--- config.mk ---
export PLATFORM = sky130hd
export DESIGN_NAME = prog_loader
export DESIGN_NICKNAME = d
export VERILOG_FILES = /design/src/rtl/prog_loader.sv
export SDC_FILE = /design/constraint.sdc
export NUM_CORES = 1
export LEC_CHECK = 0
export BUFFER_PORTS_ARGS = -buffer_cell sky130_fd_sc_hd__buf_2
export CAP_MARGIN = 10
export CORE_UTILIZATION = 54
export CTS_CLUSTER_SIZE = 12
export DETAILED_ROUTE_END_ITERATION = 10
export PLACE_DENSITY = 0.86
export SLEW_MARGIN = 20
export SYNTH_ARGS = -nofsm -noshare
export SYNTH_HDL_FRONTEND = slang
export SYNTH_SLANG_ARGS = --single-unit
--- constraint.sdc ---
create_clock -name CLK -period 2.1 [get_ports CLK]
set_input_delay 0.105 -clock CLK [delete_from_list [all_inputs] [get_ports CLK]]
set_output_delay 0.105 -clock CLK [all_outputs]
set_load 0.005 [all_outputs]
--- src/rtl/prog_loader.sv ---
// prog_loader: assembles little-endian byte pairs into INSTR_W-bit instructions, writes them to
// instruction memory and holds the core in reset until done. Define PROG_LOADER_CHECKSUM_EN for a trailing XOR checksum byte.
module prog_loader #(
  parameter int ADDR_W  = 10,
  parameter int INSTR_W = 9
) (
  input  logic               CLK,
  input  logic               Init,
  input  logic               Start,
  input  logic [ADDR_W-1:0]  Length,
  input  logic               In_valid,
  input  logic [7:0]         In_data,
  output logic               In_ready,
  output logic               Wr_en,
  output logic [ADDR_W-1:0]  Wr_addr,
  output logic [INSTR_W-1:0] Wr_data,
  output logic               Core_hold,
  output logic               Done,
  output logic               Error
);

`ifdef PROG_LOADER_CHECKSUM_EN
  typedef enum logic [2:0] {S_IDLE, S_LO, S_HI, S_CSUM, S_DONE} state_t;
`else
  typedef enum logic [2:0] {S_IDLE, S_LO, S_HI, S_DONE} state_t;
`endif

  state_t             r_state, w_next;
  logic [ADDR_W-1:0]  r_len, r_cnt, w_cnt_inc;
  logic [7:0]         r_lo;
  logic               r_wr_en;
  logic [ADDR_W-1:0]  r_wr_addr;
  logic [INSTR_W-1:0] r_wr_data;
  logic               w_xfer, w_start, w_last, w_in_lo, w_in_hi;

`ifdef PROG_LOADER_CHECKSUM_EN
  assign In_ready = (r_state == S_LO) || (r_state == S_HI) || (r_state == S_CSUM);
`else
  assign In_ready = (r_state == S_LO) || (r_state == S_HI);
`endif

  assign w_xfer    = In_valid && In_ready;
  assign w_in_lo   = (r_state == S_LO);
  assign w_in_hi   = (r_state == S_HI);
  assign w_start   = Start && ((r_state == S_IDLE) || (r_state == S_DONE));
  assign w_cnt_inc = r_cnt + ADDR_W'(1);
  // Length of 0 wraps naturally: the incremented counter returns to 0 after 2^ADDR_W words.
  assign w_last    = (w_cnt_inc == r_len);

  assign Wr_en     = r_wr_en;
  assign Wr_addr   = r_wr_addr;
  assign Wr_data   = r_wr_data;
  assign Done      = (r_state == S_DONE);
  assign Core_hold = (r_state != S_DONE);

  always_comb begin
    w_next = r_state;
    case (r_state)
      S_IDLE, S_DONE: if (Start) w_next = S_LO;
      S_LO:           if (w_xfer) w_next = S_HI;
`ifdef PROG_LOADER_CHECKSUM_EN
      S_HI:           if (w_xfer) w_next = w_last ? S_CSUM : S_LO;
      S_CSUM:         if (w_xfer) w_next = S_DONE;
`else
      S_HI:           if (w_xfer) w_next = w_last ? S_DONE : S_LO;
`endif
      default:        w_next = S_IDLE;
    endcase
  end

  always_ff @(posedge CLK or posedge Init) begin
    if (Init) begin
      r_state   <= S_IDLE;
      r_len     <= '0;
      r_cnt     <= '0;
      r_lo      <= '0;
      r_wr_en   <= 1'b0;
      r_wr_addr <= '0;
      r_wr_data <= '0;
    end else begin
      r_state <= w_next;
      r_wr_en <= 1'b0;
      if (w_start) begin
        r_len <= Length;
        r_cnt <= '0;
      end
      if (w_in_lo && w_xfer) r_lo <= In_data;
      if (w_in_hi && w_xfer) begin
        r_wr_en   <= 1'b1;
        r_wr_addr <= r_cnt;
        r_wr_data <= {In_data[INSTR_W-9:0], r_lo};
        r_cnt     <= w_cnt_inc;
      end
    end
  end

`ifdef PROG_LOADER_CHECKSUM_EN
  logic [7:0] r_csum;
  logic       r_err;

  always_ff @(posedge CLK or posedge Init) begin
    if (Init) begin
      r_csum <= '0;
      r_err  <= 1'b0;
    end else if (w_start) begin
      r_csum <= '0;
      r_err  <= 1'b0;
    end else if (w_xfer && (w_in_lo || w_in_hi)) begin
      r_csum <= r_csum ^ In_data;
    end else if (w_xfer && (r_state == S_CSUM)) begin
      r_err <= (In_data != r_csum);
    end
  end

  assign Error = r_err;
`else
  assign Error = 1'b0;
`endif

endmodule
Yosys cells after proc, flatten, opt, wreduce, memory -nomap -nowiden --
Cells that the tools add are included.
Cells by class: $add $sub $neg 1, shifts and indexed selects 0, equal/unequal tests 8, divide/modulo/power cells 0, mux-type cells 8, reduce and logical (&&, ||, !) cells 10, multipliers 0, magnitude comparators 0, bitwise operators 0
Operators by type and width (number):
- $mux W10 | 2
- $add A10 B1 Y10 const B | 1
- $eq A10 B10 Y1 | 1
- $mux W3 | 3
- $pmux W3 S3 | 1
- $eq A3 B2 Y1 const B | 2
- $ne A2 B2 Y1 const B | 3
- $logic_and A1 B1 Y1 | 4
- $eq A3 B1 Y1 const B | 1
- $logic_not A3 Y1 | 1
- $ne A3 B2 Y1 const B | 1
- $reduce_and A3 Y1 | 1
- $logic_or A1 B1 Y1 | 2
- $mux W2 | 1
- $reduce_bool A2 Y1 | 1
- $reduce_or A2 Y1 | 1
- $mux W1 | 1
Word-level totals: bits in registers 51, memory bits (read-only) 0, memories 0, bits in latches 0, bits of input ports 22, RAM bits 0

Longest topological paths before layout --
Gate-level depths: netlist of run 1.
depth after elaboration 5, mapped depth 7, depth with buffers taken out 7

Worst setup path before layout of run 1 --
OpenSTA, ideal clock, no wires.
kind register -> register, start register r_state[0], end register r_state[1], setup slack 354 ps, setup time 66 ps, path buffers 0, data required time 2034 ps, data arrival time 1680 ps, stages on the path, launching flop included 8, clock period less this slack 1746 ps, cell sequence dfrtp_1 > inv_1 > ha_1 > nor2b_1 > o221a_1 > o2111ai_1 > nor4_2 > a41o_1
Between the ends: cells in the longest elaborated chain, start to end 5
Ends and longest elaborated chain:
- start: declaration | RTL line 28 | state_t r_state, w_next;
- start signal: assignment | RTL line 81 | r_state <= w_next;
- $eq A3 B1 Y1 or $eq A3 B2 Y1 (tied branches) | RTL line 39, 58
- $logic_or A1 B1 Y1 | RTL line 39 | assign In_ready = (r_state == S_LO) || (r_state == S_HI);
- $logic_and A1 B1 Y1 | RTL line 42 | assign w_xfer = In_valid && In_ready;
- $ne A2 B2 Y1 (no line)
- $reduce_and A3 Y1 (no line)
Several ways; a longest one is shown, not always the timed one. A chain may end at the register's enable or synchronous reset.

Worst setup path after layout of run 1 --
start register r_cnt[0], end register r_state[1]
Between the ends: cells in the longest elaborated chain, start to end 5
Ends and longest elaborated chain:
- start: declaration | RTL line 29 | logic [ADDR_W-1:0] r_len, r_cnt, w_cnt_inc;
- start signal: assignment | RTL line 92 | r_cnt <= w_cnt_inc;
- $add A10 B1 Y10 | RTL line 46 | assign w_cnt_inc = r_cnt + ADDR_W'(1);
- $eq A10 B10 Y1 | RTL line 48 | assign w_last = (w_cnt_inc == r_len);
- $mux W2 | RTL line 65 | S_HI: if (w_xfer) w_next = w_last ? S_DONE : S_LO;
- $mux W3 | RTL line 65
- $pmux W3 S3 | RTL line 58 | case (r_state)
Every way passes these cells. The select of a mux whose other input is x is not followed.

==> results of run 1 <==
==> per-layer routing <==
layer / routed length, um / up-vias / global-route usage [%]
met2: 2290 / 60 / 36.9
met1: 2180 / 865 / 31.0
li1: - / 867 / -
met5: 0 / - / 0
met4: 116 / 0 / 10.7
met3: 240 / 12 / 5.00
==> how the worst max path moves through the flow <==
stage               slack [ns]                      to              startpoint  cells past startpoint
global route             0.001  r_state[1]$_DFFE_PP0P_    r_cnt[0]$_DFFE_PP0P_                      6
finish                    0.16  r_state[1]$_DFFE_PP0P_    r_cnt[0]$_DFFE_PP0P_                      6
detailed placement        0.14  r_state[1]$_DFFE_PP0P_  r_state[0]$_DFFE_PP0P_                      7
global placement          0.29  r_state[1]$_DFFE_PP0P_  r_state[0]$_DFFE_PP0P_                      7
floorplan                 0.35  r_state[1]$_DFFE_PP0P_  r_state[0]$_DFFE_PP0P_                      7
CTS                       0.12  r_state[1]$_DFFE_PP0P_  r_state[0]$_DFFE_PP0P_                      7
==> cell usage after synthesis, drive strengths merged, types with 2 or more instances <==
| cell | count | share of area [%] |
|---|---|---|
| a21oi | 7 | 1.5 |
| nand3 | 6 | 1.3 |
| buf | 6 | 1.8 |
| clkbuf | 5 | 0.96 |
| ha | 5 | 2.7 |
| nor2 | 5 | 0.80 |
| o21ai | 18 | 3.8 |
| a31oi | 2 | 0.53 |
| xor2 | 7 | 2.6 |
| nand2 | 64 | 10 |
| xnor2 | 5 | 1.9 |
| mux2 | 18 | 8.7 |
| and4 | 2 | 0.85 |
| nand4 | 3 | 0.80 |
| inv | 6 | 0.96 |
| and3 | 2 | 0.59 |
| dfrtp | 50 | 53 |
==> flip-flops by register name, indices dropped and copies added (netlist names) <==
register	cells
r_len	10
Wr_data	9
r_lo	8
Wr_en	1
Wr_addr	10
r_cnt	10
r_state	2
==> timing repair <==
action                                  CTS  global route
endpoints found under the setup margin    0             1
hold endpoints to repair                 51             0
hold buffers                              2             0
resized for setup                         0             1
==> area by class of cell <==
class / instances / area [um^2] / share of cell area [%]
tap: 50 / 62.6 / 2.30
clock inverter: 3 / 28.8 / 1.06
inverter: 7 / 26.3 / 0.964
clock buffer: 5 / 68.8 / 2.53
multi-input combinational: 162 / 1000 / 36.8
timing repair buffer: 52 / 285 / 10.5
sequential: 50 / 1250 / 45.9
==> cells by family (layout without fill, tap and decap cells) <==
family	after synthesis	count (layout)	share of synthesized area [%]
mux	18	18	8.65
fa+ha+maj	5	5	2.67
xor+xnor	12	12	4.49
other cells	1	1	0.160
compound gates	36	36	9.19
simple gates	90	90	17.5
flops	50	50	53.4
buf+inv	18	67	3.90
==> report_power, final <==
group	total, mW	internal, mW	switching (mW)
Sequential	1.51	1.28	0.227
Combinational	1.14	0.567	0.576
Clock	0.595	0.249	0.345
Total	3.25	2.10	1.15
==> worst register-to-register path, stage by stage, from the launching register on <==
cell and delay (ns):
dfrtp_1 0.48, ha_1 0.26, and2_1 0.31, and4_4 0.28
xnor2_1 0.08, nor4_2 0.26, a41o_1 0.20
==> flow_summary.json, run 1 <==
{
  "status": "finished clean",
  "cts_buffer_depth": 2,
  "worstMarginPinSlew_ns": 0.615,
  "grt_start_max_net_pins": 51,
  "syn_area_um2": 2340,
  "r2r_slack_ns": 0.16,
  "gr-usage-all-layers_pct": 23.4,
  "final_cell_area_um2": 2730,
  "fmax_mhz": 516,
  "clk_latency_ns": 0.31,
  "most-common-layout-cells": "nand2_1 (64), dfrtp_1 (50), buf_2 (44)",
  "routed_wl_um": 4830,
  "wl_per_cell_um": 14.7,
  "worstPathRequired_ns": 2.34,
  "yosysWarnings": 0,
  "drive_gt1_share_pct": 29.7,
  "drtAntennaViolNets": 0,
  "portBuffers": 44,
  "drc": 0,
  "final_nets": 305,
  "cap_violations": 0,
  "synth_cells": 230,
  "crit_fanout": 9,
  "vdd_drop_max_uv": 668,
  "synth_fp_nets": 257,
  "final_core_util_pct": 66.7,
  "crit_type": "register to register",
  "core_um2": 4090,
  "rows": 23,
  "ys_types": 42,
  "whs_path_depth": 2,
  "grt_pass1_wl_um": 7820,
  "vias": 1804,
  "pwr_density_cell_nw_per_um2": 1190,
  "startpoint_type": "register",
  "drtIter0Drc": 106,
  "worstRegToRegCells": 6,
  "hold_slack_ns": 0.0195,
  "critical-path-max-stage-delay_ns": 0.48,
  "root_buffer": "clkbuf_8",
  "diodes": 0,
  "power.leakage_nw": 1.40,
  "cts_tree": "yes",
  "r2r_start": "r_cnt[0]$_DFFE_PP0P_",
  "hp-class": "primary input to register",
  "viasPerCell": 5.48,
  "worstHoldStart": "In_data[7]",
  "cts_setup_buffers": 0,
  "timing.critical_path.buf_inv": 0,
  "h-tree-depth": 2,
  "slew_violations": 0,
  "synthFlopType": "dfrtp_1",
  "areaGrowthSynthToFinish_pct": 16.3,
  "gp_congestion": 0.900,
  "start_util_pct": 57.3,
  "die_area_um2": 4600,
  "finalWorstSetupSlack_ns": 0.162,
  "rsz0062_at_grt": "false",
  "drtPass1Iterations": 4,
  "grt_pass1_vias": 1676,
  "worstHoldEndpoint": "r_lo[7]$_DFFE_PP0P_",
  "fillers": 334,
  "period_needed_ns": 1.94,
  "finalSetupViolations": 0,
  "regToRegEndpoint": "r_state[1]$_DFFE_PP0P_",
  "endpoint_kind": "register",
  "power.total_mw": 3.25,
  "cp_top_family": "simple AND/OR/NAND/NOR gates",
  "yosys_register_bits": 50,
  "overflow": 0,
  "io_pins": 46,
  "antenna_found_initial": 0,
  "finalCritPeriodShare_pct": 92.3,
  "fin_worst_skew_ns": 0.0101,
  "synth_edf_count": 0,
  "die_y_um": 67.9,
  "clock_sinks": 50,
  "async_flop_share_pct": 100,
  "hold_viol_final": 0,
  "crit_chain": "ha_1, and2_1, and4_4, xnor2_1, nor4_2, a41o_1",
  "post-dp-hpwl_um": 3330,
  "syn_area_per_cell_um2": 10.2,
  "dp.cells": 319,
  "cts-buffers-inserted": 5,
  "place_ws_ns": 0.143,
  "slowest_stage": "dfrtp_1",
  "clkSlewWorstSetupHoldPaths_ns": 0.10,
  "critPathArrivalTime_ns": 2.18,
  "post_dp_cell_area_um2": 2610,
  "chipWidth_um": 67.9,
  "synth_seq_area_share_pct": 53.4,
  "setup_tns_ns": 0,
  "finalNonFillerCells": 329,
  "slew_headroom_pct": 59.0,
  "layout_commonest_cell": "nand2_1"
}
Power figures use the tool's default switching activity.
==> run 2, diff against run 1 <==
RECOVER_POWER = 25   (was default)
==> run 2 against run 1 <==
Global-route usage did not move. Final cell count did not move. Die area did not move. First-iteration DRC count rose by 0.94%. Sequential share of layout area rose by 0.23 points. Via count rose by 0.33%. Power fell by 0.62%. Count of clock-buffer cells in the layout did not move. Non-clock buffer count did not move. Flip-flop and latch count did not move. Setup slack got worse by 0.0062 ns. Sequential power barely moved. Critical path type unchanged. Largest cell class unchanged.
==> flow_summary.json, run 2 (synthesized netlist as in run 1, its figures left out) <==
{
  "chipWidth_um": 67.9,
  "antenna_found_initial": 0,
  "routed_wl_um": 4790,
  "setup_tns_ns": 0,
  "critPathArrivalTime_ns": 2.19,
  "crit_start": "r_state[0]$_DFFE_PP0P_",
  "final_cell_area_um2": 2710,
  "cap_violations": 0,
  "drtIter0Drc": 107,
  "critical-path-max-stage-delay_ns": 0.44,
  "final_nets": 305,
  "place_ws_ns": 0.143,
  "period_needed_ns": 1.94,
  "cts_tree": "yes",
  "post-dp-hpwl_um": 3330,
  "crit_type": "register to register",
  "gp_congestion": 0.900,
  "power.leakage_nw": 1.37,
  "finalWorstSetupSlack_ns": 0.156,
  "gr-usage-all-layers_pct": 23.4,
  "drtAntennaViolNets": 0,
  "r2r_slack_ns": 0.16,
  "finalSetupViolations": 0,
  "r2r_start": "r_state[0]$_DFFE_PP0P_",
  "drive_gt1_share_pct": 26.2,
  "crit_chain": "inv_1, ha_1, nor2b_2, o221a_1, o2111ai_1, nor4_2, a41o_1",
  "slowest_stage": "dfrtp_1",
  "clk_latency_ns": 0.31,
  "worstHoldStart": "In_data[7]",
  "cts_setup_buffers": 0,
  "vias": 1810,
  "slew_violations": 0,
  "wl_met2_um": 2290,
  "diodes": 0,
  "core_um2": 4090,
  "overflow": 0,
  "hp-class": "primary input to register",
  "startpoint_type": "register",
  "cts-buffers-inserted": 5,
  "pwr_density_cell_nw_per_um2": 1190,
  "root_buffer": "clkbuf_8",
  "viasPerCell": 5.50,
  "routed.top_layer": "met4",
  "die_y_um": 67.9,
  "layout_commonest_cell": "nand2_1",
  "io_pins": 46,
  "dr_wl_met3_um": 250,
  "most-common-layout-cells": "nand2_1 (64), dfrtp_1 (50), buf_2 (35)",
  "die_area_um2": 4600,
  "worstPathRequired_ns": 2.34,
  "clkSlewWorstSetupHoldPaths_ns": 0.10,
  "clock_sinks": 50,
  "wl_per_cell_um": 14.6,
  "rsz0062_at_grt": "false",
  "slew_headroom_pct": 20.1,
  "wl_met1_um": 2120,
  "grt_start_max_net_pins": 51,
  "portBuffers": 44,
  "drtPass1Iterations": 5,
  "fmax_mhz": 514,
  "hold_viol_final": 0,
  "worstMarginPinSlew_ns": 1.20,
  "cts_buffer_depth": 2,
  "grt_pass1_wl_um": 7820,
  "rows": 23,
  "post_dp_cell_area_um2": 2610,
  "hold_slack_ns": 0.0179,
  "grt_pass1_vias": 1676,
  "endpoint_kind": "register",
  "crit_fanout": 5,
  "areaGrowthSynthToFinish_pct": 15.8,
  "vdd_drop_max_uv": 668,
  "h-tree-depth": 2,
  "finalCritPeriodShare_pct": 92.6,
  "fin_worst_skew_ns": 0.00991,
  "drc": 0,
  "start_util_pct": 57.3,
  "status": "finished clean"
}
-- run 2: cell types whose count changed in the layout (fill, tap and decap cells not counted) --
cell      delta
buf_4        -1
clkbuf_1     +9
buf_2        -9
inv_2        -1
inv_1        +1
clkbuf_2     +1
-- run 2: final timing paths --
kind	endpoint	cells past startpoint
max	r_state[1]$_DFFE_PP0P_	7
min	r_lo[7]$_DFFE_PP0P_	2
min reg2reg	Wr_data[6]$_DFFE_PP0P_	2
max reg2reg	r_state[1]$_DFFE_PP0P_	7
min in group asynchronous	r_lo[6]$_DFFE_PP0P_	4
max in group asynchronous	r_cnt[3]$_DFFE_PP0P_	4
-- run 2: power breakdown --
part           switching, mW  internal, mW
Sequential             0.229          1.28
Combinational          0.570         0.549
Clock                  0.346         0.249
Total                   1.15          2.08
-- run 2: repair_timing --
item,4_1_cts,5_1_grt
hold buffers,2,0
hold endpoints to repair,51,0
endpoints found under the setup margin,0,1
resized for setup,0,1
-- run 2: critical path: cells and delay by family, from the launching register on --
family | cells | cell delay, ns
AND/OR/NAND/NOR | 2 | 0.43
AO/OA/AOI/OAI | 3 | 0.59
buffers and inverters | 1 | 0.07
flip-flops | 1 | 0.44
adder cells (fa/ha/maj) | 1 | 0.35
-- run 2: layer usage --
metal	vias to the layer above	track usage [%]
met1	860	31.0
met5	-	0
met3	14	5.00
met2	70	36.9
li1	866	-
met4	0	10.7
-- run 2: layout make-up --
cell class                      instances  area (um^2)
Sequential cell                        50         1250
Multi-Input combinational cell        162         1000
Timing Repair Buffer                   52          272
Tap cell                               50         62.6
Inverter                                7         26.3
Fill cell                             339         1380
Clock buffer                            5         68.8
Clock inverter                          3         28.8
-- run 2: stage by stage --
stage	utilization (%)	instances	power (mW)
2_1_floorplan	-	230	2.26
3_3_place_gp	63.7	319	2.59
3_5_place_dp	63.7	319	2.65
4_1_cts	66.6	329	3.26
5_1_grt	66.4	329	3.46
6_report	66.4	329	3.23
==> run 3, diff against run 2 <==
PLACE_DENSITY = default   (was 0.86)
PLACE_DENSITY_LB_ADDON = 0.2   (was default)
==> run 3 against run 2 <==
Die area is the same. Routed wire length shrank 5.7%. Sequential share of layout area shrank 0.55 points. Flip-flop and latch count is the same. Non-clock buffer count grew 2. First-iteration DRC count shrank 26%. Global-route usage shrank 1.7 points. Clock skew shrank 0.0020 ns. Setup slack gained 0.0044 ns. Sequential power is essentially flat. Maximum frequency grew 0.23%. Final area grew 1.2%.
==> flow_summary.json, run 3 (synthesized netlist as in run 1, its figures left out) <==
{
  "diodes": 0,
  "cap_violations": 0,
  "routed_wl_um": 4520,
  "final_cell_area_um2": 2740,
  "h-tree-depth": 2,
  "period_needed_ns": 1.94,
  "crit_fanout": 9,
  "crit_chain": "ha_1, and2_1, and4_4, xnor2_1, nor4_2, a41o_1",
  "overflow": 0,
  "grt_pass1_wl_um": 7200,
  "r2r_start": "r_cnt[0]$_DFFE_PP0P_",
  "wl_met1_um": 2120,
  "post_dp_cell_area_um2": 2610,
  "drive_gt1_share_pct": 26.0,
  "fmax_mhz": 516,
  "io_pins": 46,
  "most-common-layout-cells": "nand2_1 (64), dfrtp_1 (50), buf_2 (33)",
  "power.leakage_nw": 1.37,
  "portBuffers": 44,
  "finalSetupViolations": 0,
  "worstHoldStart": "In_data[5]",
  "routed.top_layer": "met4",
  "slowest_stage": "dfrtp_1",
  "antenna_found_initial": 0,
  "start_util_pct": 57.3,
  "drc": 0,
  "rsz0062_at_grt": "false",
  "clkSlewWorstSetupHoldPaths_ns": 0.10,
  "cts_tree": "yes",
  "dp.cells": 320,
  "critical-path-max-stage-delay_ns": 0.45,
  "critPathArrivalTime_ns": 2.19,
  "root_buffer": "clkbuf_8",
  "final_nets": 307,
  "drtIter0Drc": 79,
  "dr_wl_met3_um": 252,
  "die_area_um2": 4600,
  "hold_viol_final": 0,
  "wl_met2_um": 2080,
  "worstPathRequired_ns": 2.35,
  "r2r_slack_ns": 0.16,
  "setup_tns_ns": 0,
  "endpoint_kind": "register",
  "die_y_um": 67.9,
  "vias": 1776,
  "fin_worst_skew_ns": 0.00791,
  "grt_start_max_net_pins": 51,
  "viasPerCell": 5.37,
  "hp-class": "primary input to register",
  "drtAntennaViolNets": 0,
  "grt_pass1_vias": 1520,
  "status": "finished clean",
  "wl_per_cell_um": 13.6,
  "clock_sinks": 50,
  "core_um2": 4090,
  "chipWidth_um": 67.9,
  "finalNonFillerCells": 331,
  "post-dp-hpwl_um": 3130,
  "crit_type": "register to register",
  "cts-buffers-inserted": 5,
  "startpoint_type": "register",
  "layout_commonest_cell": "nand2_1",
  "slew_headroom_pct": 19.2,
  "drtPass1Iterations": 5,
  "areaGrowthSynthToFinish_pct": 17.1,
  "finalCritPeriodShare_pct": 92.4,
  "cts_buffer_depth": 2,
  "pwr_density_cell_nw_per_um2": 1210,
  "power.total_mw": 3.31,
  "gr-usage-all-layers_pct": 21.7,
  "worstMarginPinSlew_ns": 1.21,
  "vdd_drop_max_uv": 736,
  "gp_congestion": 0.919,
  "slew_violations": 0,
  "clk_latency_ns": 0.31,
  "crit_start": "r_cnt[0]$_DFFE_PP0P_",
  "rows": 23
}
==> run 3: changes by cell type in the layout (fill, tap and decap cells not counted), sizes merged <==
cell	change
bufinv	+1
clkbuf	+2
clkinv	-1
clkinvlp	+1
inv	-1
==> run 3: stage by stage <==
step | hold slack, ns | setup slack [ns] | util [%]
after global placement | 0.300 | 0.277 | 63.9
after CTS | 0.00900 | 0.119 | 67.3
final | 0.0149 | 0.160 | 67.1
after global routing | 0.00528 | 0.0211 | 67.1
after floorplan | 0.210 | 0.354 | -
after detailed placement | 0.308 | 0.134 | 63.9
==> run 3: critical path, delay by kind of cell, from the launching register on <==
kind                     cells  cell delay, ns
AND/OR/NAND/NOR              3            0.90
flip-flops                   1            0.45
adder cells (fa/ha/maj)      1            0.26
AO/OA/AOI/OAI                1            0.19
XOR/XNOR                     1            0.09
==> run 3: worst paths after layout <==
path / endpoint / cells after the start
max in group asynchronous: r_cnt[6]$_DFFE_PP0P_ / 4
setup / recovery: r_state[1]$_DFFE_PP0P_ / 6
setup reg to reg: r_state[1]$_DFFE_PP0P_ / 6
hold / removal: r_lo[5]$_DFFE_PP0P_ / 2
hold reg to reg: Wr_data[0]$_DFFE_PP0P_ / 2
min in group asynchronous: r_lo[5]$_DFFE_PP0P_ / 4
==> run 3: what timing repair did <==
item | in CTS | in global routing
buffers inserted | 0 | 1
hold buffers | 2 | 0
resized for setup | 0 | 1
endpoints found under the hold margin | 51 | 0
setup endpoints to repair | 0 | 1
==> run 3: layout make-up <==
cell class / count / area (um^2)
Fill cell: 344 / 1340
Sequential cell: 50 / 1250
Multi-Input combinational cell: 162 / 1000
Timing Repair Buffer: 54 / 284
Clock buffer: 5 / 68.8
Tap cell: 50 / 62.6
Clock inverter: 3 / 48.8
Inverter: 7 / 26.3
==> run 3: routing by layer <==
metal / up-vias / track usage [%]
li1: 874 / -
met1: 840 / 30.5
met2: 54 / 32.8
met3: 8 / 6.00
met4: 0 / 6.25
met5: - / 0
==> run 3: power by group <==
group / switching (mW) / internal [mW]
logic: 0.562 / 0.564
registers: 0.202 / 1.28
clock network: 0.339 / 0.363
